--- config.mk ---
export PLATFORM = sky130hd
export DESIGN_NAME = uart_console_tx
export DESIGN_NICKNAME = d
export VERILOG_FILES = /design/src/rtl/uart_pkg.sv /design/src/rtl/sync_fifo.sv /design/src/rtl/uart_console_tx.sv
export SDC_FILE = /design/constraint.sdc
export NUM_CORES = 1
export LEC_CHECK = 0
export ABC_CLOCK_PERIOD_IN_PS = 6600
export BUFFER_PORTS_ARGS = -buffer_cell sky130_fd_sc_hd__buf_2
export CAP_MARGIN = 40
export CORE_MARGIN = 1
export CORE_UTILIZATION = 67
export CTS_CLUSTER_DIAMETER = 80
export CTS_CLUSTER_SIZE = 40
export DETAILED_ROUTE_END_ITERATION = 16
export HOLD_SLACK_MARGIN = 0.15
export PLACE_DENSITY = 0.87
export SLEW_MARGIN = 20
export SYNTH_ARGS = -nofsm -noshare
export SYNTH_HDL_FRONTEND = slang
export SYNTH_SLANG_ARGS = --single-unit
--- constraint.sdc ---
create_clock -name clk -period 6.6 [get_ports clk]
set_input_delay 0.99 -clock clk [delete_from_list [all_inputs] [get_ports clk]]
set_output_delay 0.99 -clock clk [all_outputs]
set_load 0.005 [all_outputs]
--- src/rtl/uart_pkg.sv ---
// Shared UART definitions: line states, framing constants, idle level.
// Used by the console transmitter and the future console receiver.
package uart_pkg;

  typedef enum logic [1:0] {
    IDLE  = 2'd0,
    START = 2'd1,
    DATA  = 2'd2,
    STOP  = 2'd3
  } uart_state_e;

  localparam int   UART_DATA_BITS  = 8;
  localparam int   UART_STOP_BITS  = 1;
  localparam logic UART_IDLE_LEVEL = 1'b1;

endpackage

--- src/rtl/sync_fifo.sv ---
// Single-clock FIFO with registered full/empty and a separate occupancy count.
// Pointers wrap modulo DEPTH; count runs 0..DEPTH inclusive.
module sync_fifo #(
  parameter int WIDTH = 8,
  parameter int DEPTH = 16
) (
  input  logic                     clk,
  input  logic                     rst,
  input  logic                     push_i,
  input  logic [WIDTH-1:0]         data_i,
  input  logic                     pop_i,
  output logic [WIDTH-1:0]         data_o,
  output logic                     full_o,
  output logic                     empty_o,
  output logic [$clog2(DEPTH):0]   count_o
);

  localparam int AW = $clog2(DEPTH);
  localparam int CW = AW + 1;

  logic [WIDTH-1:0] mem_q [DEPTH];
  logic [AW-1:0]    wr_ptr_q;
  logic [AW-1:0]    rd_ptr_q;
  logic [CW-1:0]    count_q;
  logic [CW-1:0]    count_d;
  logic             full_q;
  logic             empty_q;
  logic             push_ok;
  logic             pop_ok;

  // A write while full is dropped even if a pop frees a slot this cycle.
  assign push_ok = push_i && !full_q;
  assign pop_ok  = pop_i && !empty_q;

  always_comb begin
    count_d = count_q;
    unique case ({push_ok, pop_ok})
      2'b10:   count_d = count_q + CW'(1);
      2'b01:   count_d = count_q - CW'(1);
      default: count_d = count_q;
    endcase
  end

  always_ff @(posedge clk or posedge rst) begin
    if (rst) begin
      wr_ptr_q <= '0;
      rd_ptr_q <= '0;
      count_q  <= '0;
      full_q   <= 1'b0;
      empty_q  <= 1'b1;
    end else begin
      if (push_ok) wr_ptr_q <= wr_ptr_q + AW'(1);
      if (pop_ok)  rd_ptr_q <= rd_ptr_q + AW'(1);
      count_q <= count_d;
      full_q  <= (count_d == CW'(DEPTH));
      empty_q <= (count_d == '0);
    end
  end

  always_ff @(posedge clk) begin
    if (push_ok) mem_q[wr_ptr_q] <= data_i;
  end

  assign data_o  = mem_q[rd_ptr_q];
  assign full_o  = full_q;
  assign empty_o = empty_q;
  assign count_o = count_q;

endmodule

--- src/rtl/uart_console_tx.sv ---
// Console UART transmitter: write FIFO feeding an 8N1 LSB-first serialiser.
// Frames are sent back-to-back while the FIFO has data.
import uart_pkg::*;

module uart_console_tx #(
  parameter int CLKS_PER_BIT = 200,
  parameter int FIFO_DEPTH   = 16
) (
  input  logic                          clk,
  input  logic                          rst,
  input  logic                          wr_en,
  input  logic [7:0]                    wr_data,
  output logic                          full,
  output logic                          empty,
  output logic                          busy,
  output logic [$clog2(FIFO_DEPTH):0]   fifo_count,
  output logic                          tx
);

  localparam int BW = $clog2(CLKS_PER_BIT);

  uart_state_e state_q, state_d;
  logic [BW-1:0] baud_q, baud_d;
  logic [2:0]    idx_q, idx_d;
  logic [7:0]    shift_q, shift_d;
  logic          tx_q, tx_d;
  logic          busy_q, busy_d;
  logic          pop;
  logic          bit_end;
  logic          fifo_empty;
  logic [7:0]    fifo_data;

  sync_fifo #(
    .WIDTH (8),
    .DEPTH (FIFO_DEPTH)
  ) u_fifo (
    .clk     (clk),
    .rst     (rst),
    .push_i  (wr_en),
    .data_i  (wr_data),
    .pop_i   (pop),
    .data_o  (fifo_data),
    .full_o  (full),
    .empty_o (fifo_empty),
    .count_o (fifo_count)
  );

  assign bit_end = (baud_q == BW'(CLKS_PER_BIT - 1));

  always_ff @(posedge clk or posedge rst) begin
    if (rst) begin
      state_q <= IDLE;
      baud_q  <= '0;
      idx_q   <= '0;
      shift_q <= '0;
      tx_q    <= UART_IDLE_LEVEL;
      busy_q  <= 1'b0;
    end else begin
      state_q <= state_d;
      baud_q  <= baud_d;
      idx_q   <= idx_d;
      shift_q <= shift_d;
      tx_q    <= tx_d;
      busy_q  <= busy_d;
    end
  end

  always_comb begin
    state_d = state_q;
    baud_d  = baud_q + BW'(1);
    idx_d   = idx_q;
    shift_d = shift_q;
    pop     = 1'b0;
    unique case (state_q)
      IDLE: begin
        baud_d = '0;
        if (!fifo_empty) begin
          pop     = 1'b1;
          shift_d = fifo_data;
          state_d = START;
        end
      end
      START: begin
        if (bit_end) begin
          baud_d  = '0;
          idx_d   = '0;
          state_d = DATA;
        end
      end
      DATA: begin
        if (bit_end) begin
          baud_d  = '0;
          shift_d = shift_q >> 1;
          idx_d   = idx_q + 3'd1;
          if (idx_q == 3'(UART_DATA_BITS - 1)) state_d = STOP;
        end
      end
      STOP: begin
        if (bit_end) begin
          baud_d  = '0;
          state_d = IDLE;
          // Chain straight into the next start bit when more data waits.
          if (!fifo_empty) begin
            pop     = 1'b1;
            shift_d = fifo_data;
            state_d = START;
          end
        end
      end
      default: state_d = IDLE;
    endcase
  end

  // Line level is computed from next state so tx stays a plain flop.
  always_comb begin
    tx_d   = UART_IDLE_LEVEL;
    busy_d = (state_d != IDLE);
    unique case (state_d)
      START:   tx_d = 1'b0;
      DATA:    tx_d = shift_d[0];
      default: tx_d = UART_IDLE_LEVEL;
    endcase
  end

  assign tx    = tx_q;
  assign busy  = busy_q;
  assign empty = fifo_empty;

endmodule

======== Word level (Yosys, flattened, before mapping) ========
Memory sizes are Yosys's and may differ from the RTL's.
Index checks and enable logic that the tools add are counted.
word-level totals
  bits in registers ....................... 38
  memory bits (writable) .................. 128
  input bits .............................. 11
  memories kept ........................... 1
memory list
  memory        words  bits a word  read ports  clocked after memory_dff  wr ports  line             text
  u_fifo.mem_q  16     8            1           0                         1         sync_fifo.sv:21  logic [WIDTH-1:0] mem_q [DEPTH];
cells by class
  $add $sub $neg .......................... 6
  equality and inequality tests ........... 13
  multiplexer cells ....................... 23
  reductions and logical operators ........ 12
operator list
  kind                                                                 count
  8-bit 2-to-1 mux                                                     4
  8-bit case mux with 3 select lines                                   1
  8-bit case mux with 2 select lines                                   1
  2-bit 2-to-1 mux                                                     5
  5-bit case mux with 2 select lines                                   1
  4-bit by 1-bit adder with 4-bit output (second input constant)       2
  8-bit by 1-bit adder with 8-bit output (second input constant)       1
  2-bit == test (second input constant)                                4
  8-bit == test (second input constant)                                1
  2-bit case mux with 4 select lines                                   1
  2-bit by 1-bit == test with 1-bit output (second input constant)     3
  3-bit 2-to-1 mux                                                     2
  2-bit inequality test (second input constant)                        3
  3-bit case mux with 2 select lines                                   1
  3-bit AND reduction                                                  2
  5-bit by 1-bit adder with 5-bit output (second input constant)       1
  5-bit == test (second input constant)                                1
  5-bit logical NOT                                                    1
  1-bit 2-to-1 mux                                                     5
  5-bit by 1-bit subtractor with 5-bit output (second input constant)  1
  1-bit case mux with 2 select lines                                   2
  2-bit nonzero test                                                   2
  3-bit by 1-bit adder with 3-bit output (second input constant)       1
  3-bit == test (second input constant)                                1
  5 further kinds                                                      7

======== Longest topological paths before layout ========
Gate-level depths: netlist of the first run.
  depth in word-level cells ............... 7
  mapped depth ............................ 12
  depth with buffers taken out ............ 11

======== Cells and area by module ========
Synthesis of the first run repeated with hierarchy kept, for this count alone.
second synthesis, totals
  cells, all modules ...................... 411
  area total of the unflattened synthesis .. 7208.2 um^2
by module, submodules not included
  module           instances  cells each  area each (um^2)
  sync_fifo        1          284         5873.1
  uart_console_tx  1          127         1335.0

======== Least setup slack after synthesis of the first run ========
No wires, ideal clock.
  kind .................................... input to register
  start point ............................. input port wr_en
  end point ............................... register u_fifo.empty_q, in the netlist u_fifo.empty_o
  arrival ................................. 2.977 ns
  required time ........................... 6.522 ns
  setup slack ............................. 3.545 ns
  stages on the path ...................... 10
  buffers on the path ..................... 1
  cell sequence ........................... nor2b_1 clkbuf_1 inv_1 ha_1 fa_1 a21o_1 a21oi_1 xor2_1 or3_1 and3b_1
on the way
  word-level cells in the longest chain between the ends .. 4
  elaborated cells between the ends (all ways) .. 5
RTL lines
  item                                                                              line                   text
  start: declaration                                                                uart_console_tx.sv:11  input logic wr_en,
  1-bit logical AND (*)                                                             sync_fifo.sv:32        assign push_ok = push_i && !full_q;
  2-bit by 1-bit == test with 1-bit output / 2-bit == test (equally long branches)  sync_fifo.sv:37        unique case ({push_ok, pop_ok})
  5-bit case mux with 2 select lines (*)                                            sync_fifo.sv:37
  5-bit logical NOT (*)                                                             sync_fifo.sv:56        empty_q <= (count_d == '0);
  end signal: assignment                                                            sync_fifo.sv:56
  end: declaration                                                                  sync_fifo.sv:27        logic empty_q;
Mark *: on every way between the ends. The rest lies on a longest branch, timed or not.
A chain may end at the register's enable or synchronous reset.

======== Final worst setup path of the first run ========
  start point ............................. register baud_q[4]
  end point ............................... register u_fifo.empty_q, in the netlist u_fifo.empty_o
on the way
  word-level cells in the longest chain between the ends .. 7
  elaborated cells between the ends (all ways) .. 8
RTL lines
  item                                                                              line                   text
  start: declaration                                                                uart_console_tx.sv:23  logic [BW-1:0] baud_q, baud_d;
  start signal: assignment                                                          uart_console_tx.sv:60  baud_q <= baud_d;
  8-bit == test (*)                                                                 uart_console_tx.sv:48  assign bit_end = (baud_q == BW'(CLKS_PER_BIT - 1));
  1-bit 2-to-1 mux (*)                                                              uart_console_tx.sv:99  if (bit_end) begin
  1-bit case mux with 2 select lines (*)                                            uart_console_tx.sv:74  unique case (state_q)
  1-bit logical AND (*)                                                             sync_fifo.sv:33        assign pop_ok = pop_i && !empty_q;
  via u_fifo.pop_ok                                                                 sync_fifo.sv:29        logic pop_ok;
  2-bit by 1-bit == test with 1-bit output / 2-bit == test (equally long branches)  sync_fifo.sv:37
  5-bit case mux with 2 select lines (*)                                            sync_fifo.sv:37
  5-bit logical NOT (*)                                                             sync_fifo.sv:56
The timed path passes the listed nets; every way through them passes the cells marked *.

==> metrics.yaml, run 1 <==
run_status:
  status: "finished, final reports clean"
global_route:
  grt_pass1_vias: 3967
  grt_usage_pct: 30.1
  grt_overflow_total: 0
  grt_antenna_before_repair: 0
  grt_start_max_net_pins: 39
  grt_pass1_wl_um: 23100
drt:
  first_pass_iters: 5
  drc: 0
  first_iter_violations: 457
  avgRoutedWirePerCell_um: 25.6
  routed_wl_um: 15400
  vias: 4092
  via_per_inst: 6.83
  antenna_left: 0
worst_setup_path:
  cp_data_arrival_time_ps: 4110
  rrSetupSlack_ps: 2960
  reg2reg_depth: 10
  crit_path_max_incr_delay_ps: 670
  crit_end: "u_fifo.empty_o"
  crit_slowest_cell: "nor3b_2"
  r2r-end: "u_fifo.empty_o"
  crit_type: "flop to flop"
  crit_chain: "nor3b_2 -> a31oi_2 -> nor3_2 -> ha_1 -> ha_1 -> a21o_1 -> a21oi_1 -> xor2_1 -> or3_1 -> and3b_1"
  cpLargestDelayFamily: "simple AND/OR/NAND/NOR gates"
  critPathCaptureType: "flop"
  critPathMaxFanout: 13
  worstPathRequired_ps: 7070
  path_common_cell: "ha_1"
  crit_path_start_kind: "flop"
  path_buf_inv: 0
  cp.depth: 10
  timing.rr.start: "baud_q[4]"
  crit_start: "baud_q[4]"
sta:
  fin_tns_setup_ps: 0
  setup_violations: 0
  worst_pin_slew_ps: 766
  fin_crit_sh_pct: 55.2
  min_period_ps: 3640
  maxSlewViolCount: 0
  skew_ps: 8.79
  hold_viol_final: 0
  max-slew-margin-rel_pct: 48.7
  clock.fmax_mhz: 274
  rsz0062_at_grt: "false"
placement:
  dp_hpwl_um: 8830
  place.gp.congestion: 0.767
  port_buffers: 19
floorplan:
  die_x_um: 105
  start_util_pct: 69.1
  core_um2: 10300
  fp-row-count: 37
  io_pins: 20
  dieArea_um2: 11100
  die_y_um: 105
cts:
  cts_resized: 0
  cts_tree: "built"
  postCtsSetupRepairBufs: 0
  path_clk_slew_ps: 60
  ctsHoldBuffers: 0
  htreeDepth: 4
  cts_buffer_depth: 2
  cts.sinks: 166
  clk_latency_ps: 540
  numCtsBuffers: 17
  cts_root_buf: "clkbuf_8"
final_layout:
  area_delta_synth_final_pct: 10.5
  diodes: 0
  drive_above_1_share_pct: 20.1
  finish.utilization_pct: 76.3
  nNetsFinal: 479
synthesis:
  yosys_warnings: 0
  synthCells: 429
  syn_nets: 458
  syn_area_um2: 7130
  yosys_most_used_dff: "edfxtp_1"
  async_reset_ff_share_pct: 22.9
  synth_edf_count: 128
  ys_seq_elements: 166
  avgSynthCellArea_um2: 16.6
  synth.distinct_cells: 57
  ys_seq_area_share_pct: 67.3
pwr:
  vdd_drop_max_v: 0.000266
  powerDensity_nw_per_um2: 430
  power.leakage_uw: 0.00285
min_path:
  hold_path.class: "flop to flop"
flow_run:
  max_cap_viol_count: 0
==> logic make-up (layout without fill, tap and decap cells) <==
| kind of cell | Yosys count | after routing | synth area share (%) |
|---|---|---|---|
| compound gates | 60 | 60 | 5.65 |
| xor+xnor | 16 | 16 | 1.96 |
| fa+ha+maj | 18 | 18 | 3.26 |
| buf+inv | 34 | 68 | 2.47 |
| flops | 166 | 166 | 67.3 |
| mux | 40 | 40 | 12.0 |
| simple gates | 95 | 95 | 7.38 |
==> cells in the final DEF, fill, tap and decap left out, types with 3 or more instances in the layout <==
master     Yosys  final
and3_1         3      3
a211oi_1       3      3
nand2_1       27     27
buf_2          5     19
clkinv_1       4      5
mux4_1         8      8
clkbuf_16      0     16
nor3_1         7      7
nand3_1        8      8
a21oi_1       12     12
edfxtp_1     128    128
xor2_1         7      7
mux2i_1        5      5
a31oi_1        5      5
buf_4          3      3
inv_1          9      9
a21o_1         3      3
o21ai_0       12     12
mux4_2        26     26
inv_6          0      5
nand2b_1       3      3
nand4_1        5      5
and2_1        17     17
nor2_1         8      8
dfrtp_1       36     35
ha_1          17     17
xnor2_1        9      9
o22ai_1        5      5
o21ai_1        4      4
a22oi_1        3      3
nor2b_1        4      4
==> power by group <==
group / total, uW / internal [uW] / switching (uW)
clock network: 972 / 549 / 423
registers: 1430 / 1300 / 130
logic: 985 / 436 / 548
==> how the worst min path moves through the flow <==
stage,from,end,slack [ps],depth (start not counted)
3_3_place_gp,baud_q[0],baud_q[0],440,1
5_1_grt,baud_q[0],baud_q[0],490,1
3_5_place_dp,baud_q[0],baud_q[0],460,1
2_1_floorplan,baud_q[0],baud_q[0],430,1
4_1_cts,baud_q[0],baud_q[0],470,1
6_report,baud_q[0],baud_q[0],480,1
==> state kept, by name, indices dropped and copies added (netlist names) <==
name	cells
baud_q	8
u_fifo.mem_q	128
tx	1
u_fifo.empty_o	1
u_fifo.count_o	5
busy	1
u_fifo.full_o	1
u_fifo.rd_ptr_q	4
idx_q	3
u_fifo.wr_ptr_q	4
state_q	2
shift_q	8
==> layer usage <==
layer	global-route usage, %	share of wire, %	vias up
met2	48.8	51	268
met3	8.67	9.8	56
met4	11.8	3.4	0
met1	38.8	36	2048
met5	0	0	-
li1	-	-	1720
==> worst reg2reg max path: cells and delay by family, from the launching register on <==
kind / cells / cell delay [ps]
AOI/OAI and AO/OA: 3 / 720
xor gates and xnor gates: 1 / 110
adders and majority gates: 2 / 680
DFF: 1 / 430
and+or+nand+nor: 4 / 1630
==> Yosys cell counts, types with 5 or more instances <==
master / n / area share [%]
o22ai_1: 5 / 0.44
nand4_1: 5 / 0.44
buf_2: 5 / 0.35
o21ai_0: 12 / 0.84
xor2_1: 7 / 0.86
and2_1: 17 / 1.5
xnor2_1: 9 / 1.1
inv_1: 9 / 0.47
mux4_1: 8 / 2.9
nand3_1: 8 / 0.56
nand2_1: 27 / 1.4
clkbuf_1: 9 / 0.47
nor2_1: 8 / 0.42
a31oi_1: 5 / 0.44
nor3_1: 7 / 0.49
a21oi_1: 12 / 0.84
mux4_2: 26 / 8.2
mux2i_1: 5 / 0.70
ha_1: 17 / 3.0
dfrtp_1: 36 / 13
edfxtp_1: 128 / 54
==> final cells by class <==
type                    count  area [um^2]
well taps                 136          170
multi-input cells         229         2160
inverters                  14         52.6
flip-flops and latches    166         4800
repair buffers             22          118
clock inverters            14          165
clock buffers              18          418
fillers                   539         2440
==> metrics by stage <==
stage          cells  cell area (um^2)  hold WS, ps  setup WS (ps)  power [uW]
5_1_grt          599              7880          488           2700        3510
3_3_place_gp     567              7300          440           3300        2340
4_1_cts          599              7880          468           3000        3380
3_5_place_dp     567              7300          455           3130        2390
2_1_floorplan    429              7130          430           3550        2140
6_report         599              7880          481           2960        3390
No activity file was read; power rests on OpenSTA's default activity.
==> run 2, diff against run 1 <==
--- a/config.mk
+++ b/config.mk
@@ -5,16 +5,17 @@
 export SDC_FILE = /design/constraint.sdc
 export NUM_CORES = 1
 export LEC_CHECK = 0
-export ABC_CLOCK_PERIOD_IN_PS = 6600
+export ABC_AREA = 1
+export ABC_CLOCK_PERIOD_IN_PS = 3400
 export BUFFER_PORTS_ARGS = -buffer_cell sky130_fd_sc_hd__buf_2
 export CAP_MARGIN = 40
 export CORE_MARGIN = 1
-export CORE_UTILIZATION = 67
+export CORE_UTILIZATION = 62
 export CTS_CLUSTER_DIAMETER = 80
 export CTS_CLUSTER_SIZE = 40
 export DETAILED_ROUTE_END_ITERATION = 16
 export HOLD_SLACK_MARGIN = 0.15
-export PLACE_DENSITY = 0.87
+export PLACE_DENSITY = 0.81
 export SLEW_MARGIN = 20
 export SYNTH_ARGS = -nofsm -noshare
 export SYNTH_HDL_FRONTEND = slang
==> constraint.sdc (replaced) <==
create_clock -name clk -period 3.4 [get_ports clk]
set_input_delay 0.51 -clock clk [delete_from_list [all_inputs] [get_ports clk]]
set_output_delay 0.51 -clock clk [all_outputs]
set_load 0.005 [all_outputs]
==> run 2 against run 1 <==
  * Synthesized area up 4.6%
  * Sequential share of layout area down 3.3 points
  * Sequential power up 91%
  * Largest cell class unchanged
  * Critical path depth up 4
  * Core utilization down 4.3 points
  * Combinational power up 130%
  * Global-route usage down 2.2 points
==> metrics.yaml, run 2 <==
final_layout:
  nNetsFinal: 744
  top_register: "u_fifo.mem_q"
  final_common_cell: "nand2_1"
  final_cell_mix: "nand2_1 (137), edfxtp_1 (128), nor2_1 (75)"
  drive_above_1_share_pct: 11.5
  nFillCells: 746
  reg_top3: "u_fifo.mem_q x128, baud_q x8, shift_q x8"
  diodes: 0
  finalInstanceArea_um2: 8340
  largest_reg_flops: 128
  area_delta_synth_final_pct: 11.7
cts:
  numCtsBuffers: 17
  cts_buffer_depth: 2
  cts.sinks: 166
  cts_root_buf: "clkbuf_16"
  htreeDepth: 4
  postCtsSetupRepairBufs: 0
  cts_tree: "built"
  path_clk_slew_ps: 60
  clk_latency_ps: 440
synthesis:
  yosys_most_used_dff: "edfxtp_1"
  synth_edf_count: 128
  synth_top_family_by_area: "simple AND/OR/NAND/NOR gates"
  synth_area_leaders: "edfxtp_1 (52%), dfrtp_1 (12%), nand2_1 (6.9%)"
  synth_top_area_cell: "edfxtp_1"
  yosys_warnings: 0
  yosys.area_share.simple_pct: 17.7
  synthCells: 694
  synth_top_area_share_pct: 51.5
  syn_area_um2: 7460
  synth_common_cells: "nand2_1 (137), edfxtp_1 (128), nor2_1 (75), inv_1 (69), nand3_1 (63)"
  async_reset_ff_share_pct: 22.9
  synth.distinct_cells: 43
  synthAdderAreaFrac_pct: 3.12
  synth_compound_area_share_pct: 7.68
  ys_seq_area_share_pct: 64.3
  syn_nets: 723
  ys_seq_elements: 166
  synth.most_common_cell: "nand2_1"
  avgSynthCellArea_um2: 10.8
  synth_xor_area_share_pct: 1.17
  synthMuxAreaShare_pct: 0.134
drt:
  met3_length_um: 1170
  first_iter_violations: 513
  routed.top_layer: "met4"
  antenna_left: 0
  routed_wl_um: 16000
  vias: 5178
  avgRoutedWirePerCell_um: 18.4
  drt-met1-wl_um: 6420
  wl_met2_um: 7990
  via_per_inst: 5.94
  drc: 0
  first_pass_iters: 5
sta:
  maxSlewViolCount: 0
  max-slew-margin-rel_pct: 45.0
  hold_viol_final: 0
  min_period_ps: 3010
  setup_violations: 0
  worst_pin_slew_ps: 822
  fin_crit_sh_pct: 88.5
  clock.fmax_mhz: 332
  rsz0062_at_grt: "false"
  skew_ps: 9.89
  fin_tns_setup_ps: 0
worst_setup_path:
  critPathMaxFanout: 6
  r2r-end: "u_fifo.empty_o"
  cp_data_arrival_time_ps: 3370
  reg2reg_depth: 14
  path_buf_inv: 3
  crit_slowest_cell: "dfrtp_1"
  crit_type: "flop to flop"
  cpLargestDelayFamily: "adder cells"
  critPathCaptureType: "flop"
  crit_path_max_incr_delay_ps: 450
  crit_chain: "inv_1 -> ha_1 -> inv_1 -> o21ai_4 -> nand2_1 -> inv_2 -> ha_1 -> fa_1 -> a21oi_1 -> o21bai_1 -> a21oi_1 -> o21ai_0 -> xnor2_1 -> nor2_1"
  cp.depth: 14
  worstPathRequired_ps: 3760
  rrSetupSlack_ps: 390
  crit_path_start_kind: "flop"
  timing.rr.start: "state_q[1]"
global_route:
  grt_usage_pct: 27.9
  grt_start_max_net_pins: 58
  grt_pass1_vias: 5181
  grt_overflow_total: 0
  grt_pass1_wl_um: 26100
  grt_antenna_before_repair: 0
pwr:
  comb_power_share_pct: 32.3
  power_switching_uw: 2560
  switching_share_pct: 36.3
  vdd_drop_max_v: 0.000908
  power.leakage_uw: 0.00347
  powerDensity_nw_per_um2: 846
  p_int_uw: 4500
  clkPwrFrac_pct: 29.0
  p_seq_share_pct: 38.7
floorplan:
  fp-row-count: 39
  die_x_um: 112
  start_util_pct: 64.5
  die_y_um: 112
  dieArea_um2: 12500
  io_pins: 20
  core_um2: 11600
min_path:
  hp-start: "baud_q[0]"
  hold_path.class: "flop to flop"
  worstHoldEndpoint: "baud_q[0]"
  whs_path_depth: 1
placement:
  dp_hpwl_um: 10100
  dpl_cell_area_um2: 7690
  port_buffers: 19
  place.gp.congestion: 0.849
run_status:
  status: "finished, final reports clean"
flow_run:
  max_cap_viol_count: 0
-- run 2: cell count changes in the layout (fill, tap and decap cells not counted), moves of 17 or more --
cell	change
and2_1	-17
inv_1	+60
mux4_2	-26
nand2_1	+110
nand3_1	+55
nor2_1	+67
o211ai_1	+21
o21ai_0	+19
-- run 2: metrics by stage --
step / total power [uW] / std cells / util (%) / setup WS [ps] / hold slack (ps)
floorplan: 4330 / 694 / - / 837 / 433
global placement: 4790 / 834 / 66.0 / 666 / 446
detailed placement: 4970 / 837 / 66.5 / 484 / 457
global route: 7410 / 871 / 72.1 / 109 / 459
CTS: 7020 / 870 / 72.0 / 441 / 455
finish: 7060 / 871 / 72.1 / 392 / 461
-- run 2: power by group through the flow --
| stage | clock network (uW) | registers, uW | logic, uW |
|---|---|---|---|
| floorplan | 0 | 2670 | 1660 |
| global placement | 0 | 2740 | 2050 |
| detailed placement | 0 | 2760 | 2220 |
| CTS | 2050 | 2720 | 2250 |
| global route | 2130 | 2760 | 2520 |
| finish | 2050 | 2730 | 2280 |
-- run 2: kinds of logic (layout without fill, tap and decap cells) --
kind of cell | count (synthesis) | in the layout
and+or+nand+nor | 304 | 304
DFF | 166 | 166
buffers and inverters | 104 | 138
AOI/OAI and AO/OA | 91 | 91
adders and majority gates | 18 | 18
xor gates and xnor gates | 10 | 10
muxes | 1 | 1
-- run 2: worst max path at each step --
| stage | slack (ps) | start | endpoint |
|---|---|---|---|
| floorplan | 840 | baud_q[0] | u_fifo.full_o |
| global placement | 670 | baud_q[0] | u_fifo.full_o |
| detailed placement | 480 | state_q[1] | u_fifo.empty_o |
| CTS | 440 | state_q[1] | u_fifo.empty_o |
| global route | 110 | baud_q[0] | u_fifo.empty_o |
| finish | 390 | state_q[1] | u_fifo.empty_o |
-- run 2: final cells by class --
class / instances / area [um^2] / area share (%)
inverters: 76 / 285 / 3.42
repair buffers: 30 / 220 / 2.64
well taps: 143 / 179 / 2.15
flip-flops and latches: 166 / 4800 / 57.6
clock buffers: 19 / 433 / 5.19
clock inverters: 13 / 195 / 2.34
multi-input cells: 424 / 2230 / 26.7
-- run 2: layer usage --
metal	global-route usage, %	vias to the layer above
met5	0	-
met3	6.91	38
li1	-	2397
met4	12.8	0
met1	35.3	2489
met2	45.8	254
-- run 2: what timing repair did --
| action | in CTS | in global routing |
|---|---|---|
| endpoints found under the hold margin | 9 | 0 |
| gates resized for setup | 0 | 0 |
| hold buffers | 1 | 0 |
==> run 3, diff against run 2 <==
--- a/config.mk
+++ b/config.mk
@@ -5,10 +5,10 @@
 export SDC_FILE = /design/constraint.sdc
 export NUM_CORES = 1
 export LEC_CHECK = 0
-export ABC_AREA = 1
 export ABC_CLOCK_PERIOD_IN_PS = 3400
 export BUFFER_PORTS_ARGS = -buffer_cell sky130_fd_sc_hd__buf_2
 export CAP_MARGIN = 40
+export CORE_ASPECT_RATIO = 1.4
 export CORE_MARGIN = 1
 export CORE_UTILIZATION = 62
 export CTS_CLUSTER_DIAMETER = 80
@@ -19,4 +19,5 @@
 export SLEW_MARGIN = 20
 export SYNTH_ARGS = -nofsm -noshare
 export SYNTH_HDL_FRONTEND = slang
+export SYNTH_HIERARCHICAL = 1
 export SYNTH_SLANG_ARGS = --single-unit
==> run 3 against run 2 <==
  * Synthesized cell count down 41%
  * Hold slack worse by 10 ps
  * First-iteration DRC count down 56%
  * Sequential power up 2%
  * Critical path type unchanged
  * Clock power down 10%
  * Register-to-register slack worse by 170 ps
  * Largest cell class unchanged
  * Final cell count down 30%
  * Non-clock buffer count up 13
  * Maximum frequency down 5.3%
  * Setup slack worse by 170 ps
  * Core utilization about the same
  * Critical endpoint is now u_fifo/full_o
==> metrics.yaml, run 3 <==
cts:
  clk_latency_ps: 430
  numCtsBuffers: 17
  cts_buffer_depth: 2
  cts.sinks: 166
  path_clk_slew_ps: 70
  cts_tree: "built"
  cts_root_buf: "clkbuf_16"
  htreeDepth: 4
synthesis:
  ys_seq_area_share_pct: 66.6
  synth_common_cells: "edfxtp_1 (128), dfrtp_1 (36), mux4_1 (30), nand2_1 (23), nor2_1 (18)"
  synthCells: 411
  syn_nets: 437
  yosys_warnings: 6
  synth.distinct_cells: 56
  avgSynthCellArea_um2: 17.5
  yosys_most_used_dff: "edfxtp_1"
  synth_area_leaders: "edfxtp_1 (53%), dfrtp_1 (12%), mux4_1 (11%)"
  ys_seq_elements: 166
  async_reset_ff_share_pct: 22.9
  synth_edf_count: 128
  synth_top_area_share_pct: 53.3
  synth_top_area_cell: "edfxtp_1"
  syn_area_um2: 7210
  synth.most_common_cell: "edfxtp_1"
final_layout:
  drive_above_1_share_pct: 22.9
  area_delta_synth_final_pct: 13.4
  top_register: "u_fifo/mem_q"
  finish.utilization_pct: 72.1
  final_common_cell: "edfxtp_1"
  largest_reg_flops: 128
  finalInstanceArea_um2: 8170
  reg_top3: "u_fifo/mem_q x128, baud_q x8, shift_q x8"
  multi_input_area_um2: 2290
  nFillCells: 632
  final_cell_mix: "edfxtp_1 (128), dfrtp_1 (36), mux4_1 (30)"
  seq_area_um2: 4800
  nNetsFinal: 480
  diodes: 0
placement:
  dpl_cell_area_um2: 7500
  place.gp.congestion: 0.896
  dp_hpwl_um: 8740
  port_buffers: 19
global_route:
  grt_pass1_wl_um: 20600
  grt.busiest_layer: "met2"
  grt_antenna_before_repair: 0
  grt_start_max_net_pins: 20
  grt_pass1_vias: 3828
  grt_use_met3_pct: 4.17
  grt_usage_pct: 24.0
  grt_use_met2_pct: 42.4
  met1_usage_pct: 28.9
  grt_overflow_total: 0
worst_setup_path:
  cp_data_arrival_time_ps: 3500
  critPathMaxFanout: 7
  crit_type: "flop to flop"
  rrSetupSlack_ps: 220
  worstPathRequired_ps: 3720
  reg2reg_depth: 15
  critPathCaptureType: "flop"
  crit_start: "baud_q[0]"
  timing.rr.start: "baud_q[0]"
  crit_path_start_kind: "flop"
  r2r-end: "u_fifo/full_o"
floorplan:
  die_y_um: 130
  die_x_um: 93.1
  core_um2: 11300
  fp-row-count: 46
  io_pins: 20
  dieArea_um2: 12100
  start_util_pct: 63.6
sta:
  worst_pin_slew_ps: 811
  fin_tns_setup_ps: 0
  maxSlewViolCount: 0
  max-slew-margin-rel_pct: 45.7
  clock.fmax_mhz: 315
  min_period_ps: 3180
  rsz0062_at_grt: "false"
  skew_ps: 12.3
  fin_crit_sh_pct: 93.4
  setup_violations: 0
  hold_viol_final: 0
  whs_ps: 451
drt:
  via_per_inst: 6.29
  first_iter_violations: 225
  avgRoutedWirePerCell_um: 21.4
  routed_wl_um: 13100
  first_pass_iters: 4
  antenna_left: 0
  drc: 0
  vias: 3841
pwr:
  vdd_drop_max_v: 0.000463
  clkPwrFrac_pct: 27.8
  power_switching_uw: 2120
  comb_power_share_pct: 30.2
  total_power_uw: 6610
  power.leakage_uw: 0.00302
  powerDensity_nw_per_um2: 809
  p_int_uw: 4490
  p_seq_share_pct: 42.0
  switching_share_pct: 32.1
run_status:
  status: "finished, final reports clean"
flow_run:
  max_cap_viol_count: 0
min_path:
  hold_path.class: "input port to flop"
  worstHoldEndpoint: "u_fifo/mem_q[11][5]"
  hp-start: "wr_data[5]"
  whs_path_depth: 1
[run 3: cell types whose count changed after synthesis, moves of 8 or more]
cell,delta
a21oi_1,-15
a22o_1,+8
buf_2,-14
inv_1,-57
mux4_1,+30
mux4_2,+10
nand2_1,-114
nand3_1,-59
nor2_1,-57
o211ai_1,-21
o21ai_0,-20
xnor2_1,+11
[run 3: cell type report]
class	count	share of cell area, %
Inverter	13	0.597
Tap cell	144	2.20
Multi-Input combinational cell	213	28.0
Clock buffer	17	5.20
Clock inverter	15	1.82
Timing Repair Buffer	43	3.49
Sequential cell	166	58.7
[run 3: cells by family after synthesis]
logic type | count (synthesis) | share of synthesized area [%]
AND/OR/NAND/NOR | 83 | 6.27
multiplexers | 50 | 15.5
flip-flops | 166 | 66.6
adder cells (fa/ha/maj) | 15 | 2.60
XOR/XNOR | 18 | 2.19
AO/OA/AOI/OAI | 47 | 4.72
buffers and inverters | 32 | 2.17
[run 3: worst max-delay path by stage]
stage	to	slack (ps)	depth (start not counted)
after floorplan	u_fifo/full_o	360	16
after global placement	u_fifo/full_o	380	15
after detailed placement	u_fifo/full_o	130	15
after CTS	u_fifo/full_o	120	15
after global routing	u_fifo/full_o	30	15
final	u_fifo/full_o	220	15
[run 3: per-stage QoR]
stage | setup slack [ps] | cells
floorplan | 360 | 411
global route | 28.9 | 611
global placement | 382 | 568
finish | 223 | 611
CTS | 119 | 603
detailed placement | 132 | 570
[run 3: power by group through the flow]
stage | Sequential [uW] | Clock, uW | Combinational (uW)
after floorplan | 2650 | 0 | 1570
after detailed placement | 2800 | 0 | 1930
after CTS | 2770 | 1870 | 1960
after global routing | 2810 | 1930 | 2170
final | 2780 | 1840 | 2000
after global placement | 2780 | 0 | 1850
[run 3: worst max-delay path, stage by stage (launching register included)]
cell	delay, ps
dfrtp_1	380
ha_2	240
and4b_4	290
a31oi_1	140
nor3_2	200
nand2b_2	130
inv_2	130
nand2_1	140
xnor2_2	210
ha_4	190
nor3b_1	220
a31oi_1	130
a221oi_2	310
xnor2_1	170
inv_1	80
o211a_1	110
[run 3: repair_timing]
item,CTS,global route
endpoints found under the setup margin,0,3
buffers inserted,0,0
hold endpoints to repair,4,0
hold buffers,1,0
resized for setup,0,6
[run 3: metal layers]
metal / routed length [um] / vias up
met1: 5290 / 1993
met5: 0 / -
li1: - / 1726
met2: 7090 / 93
met4: 322 / 0
met3: 386 / 29
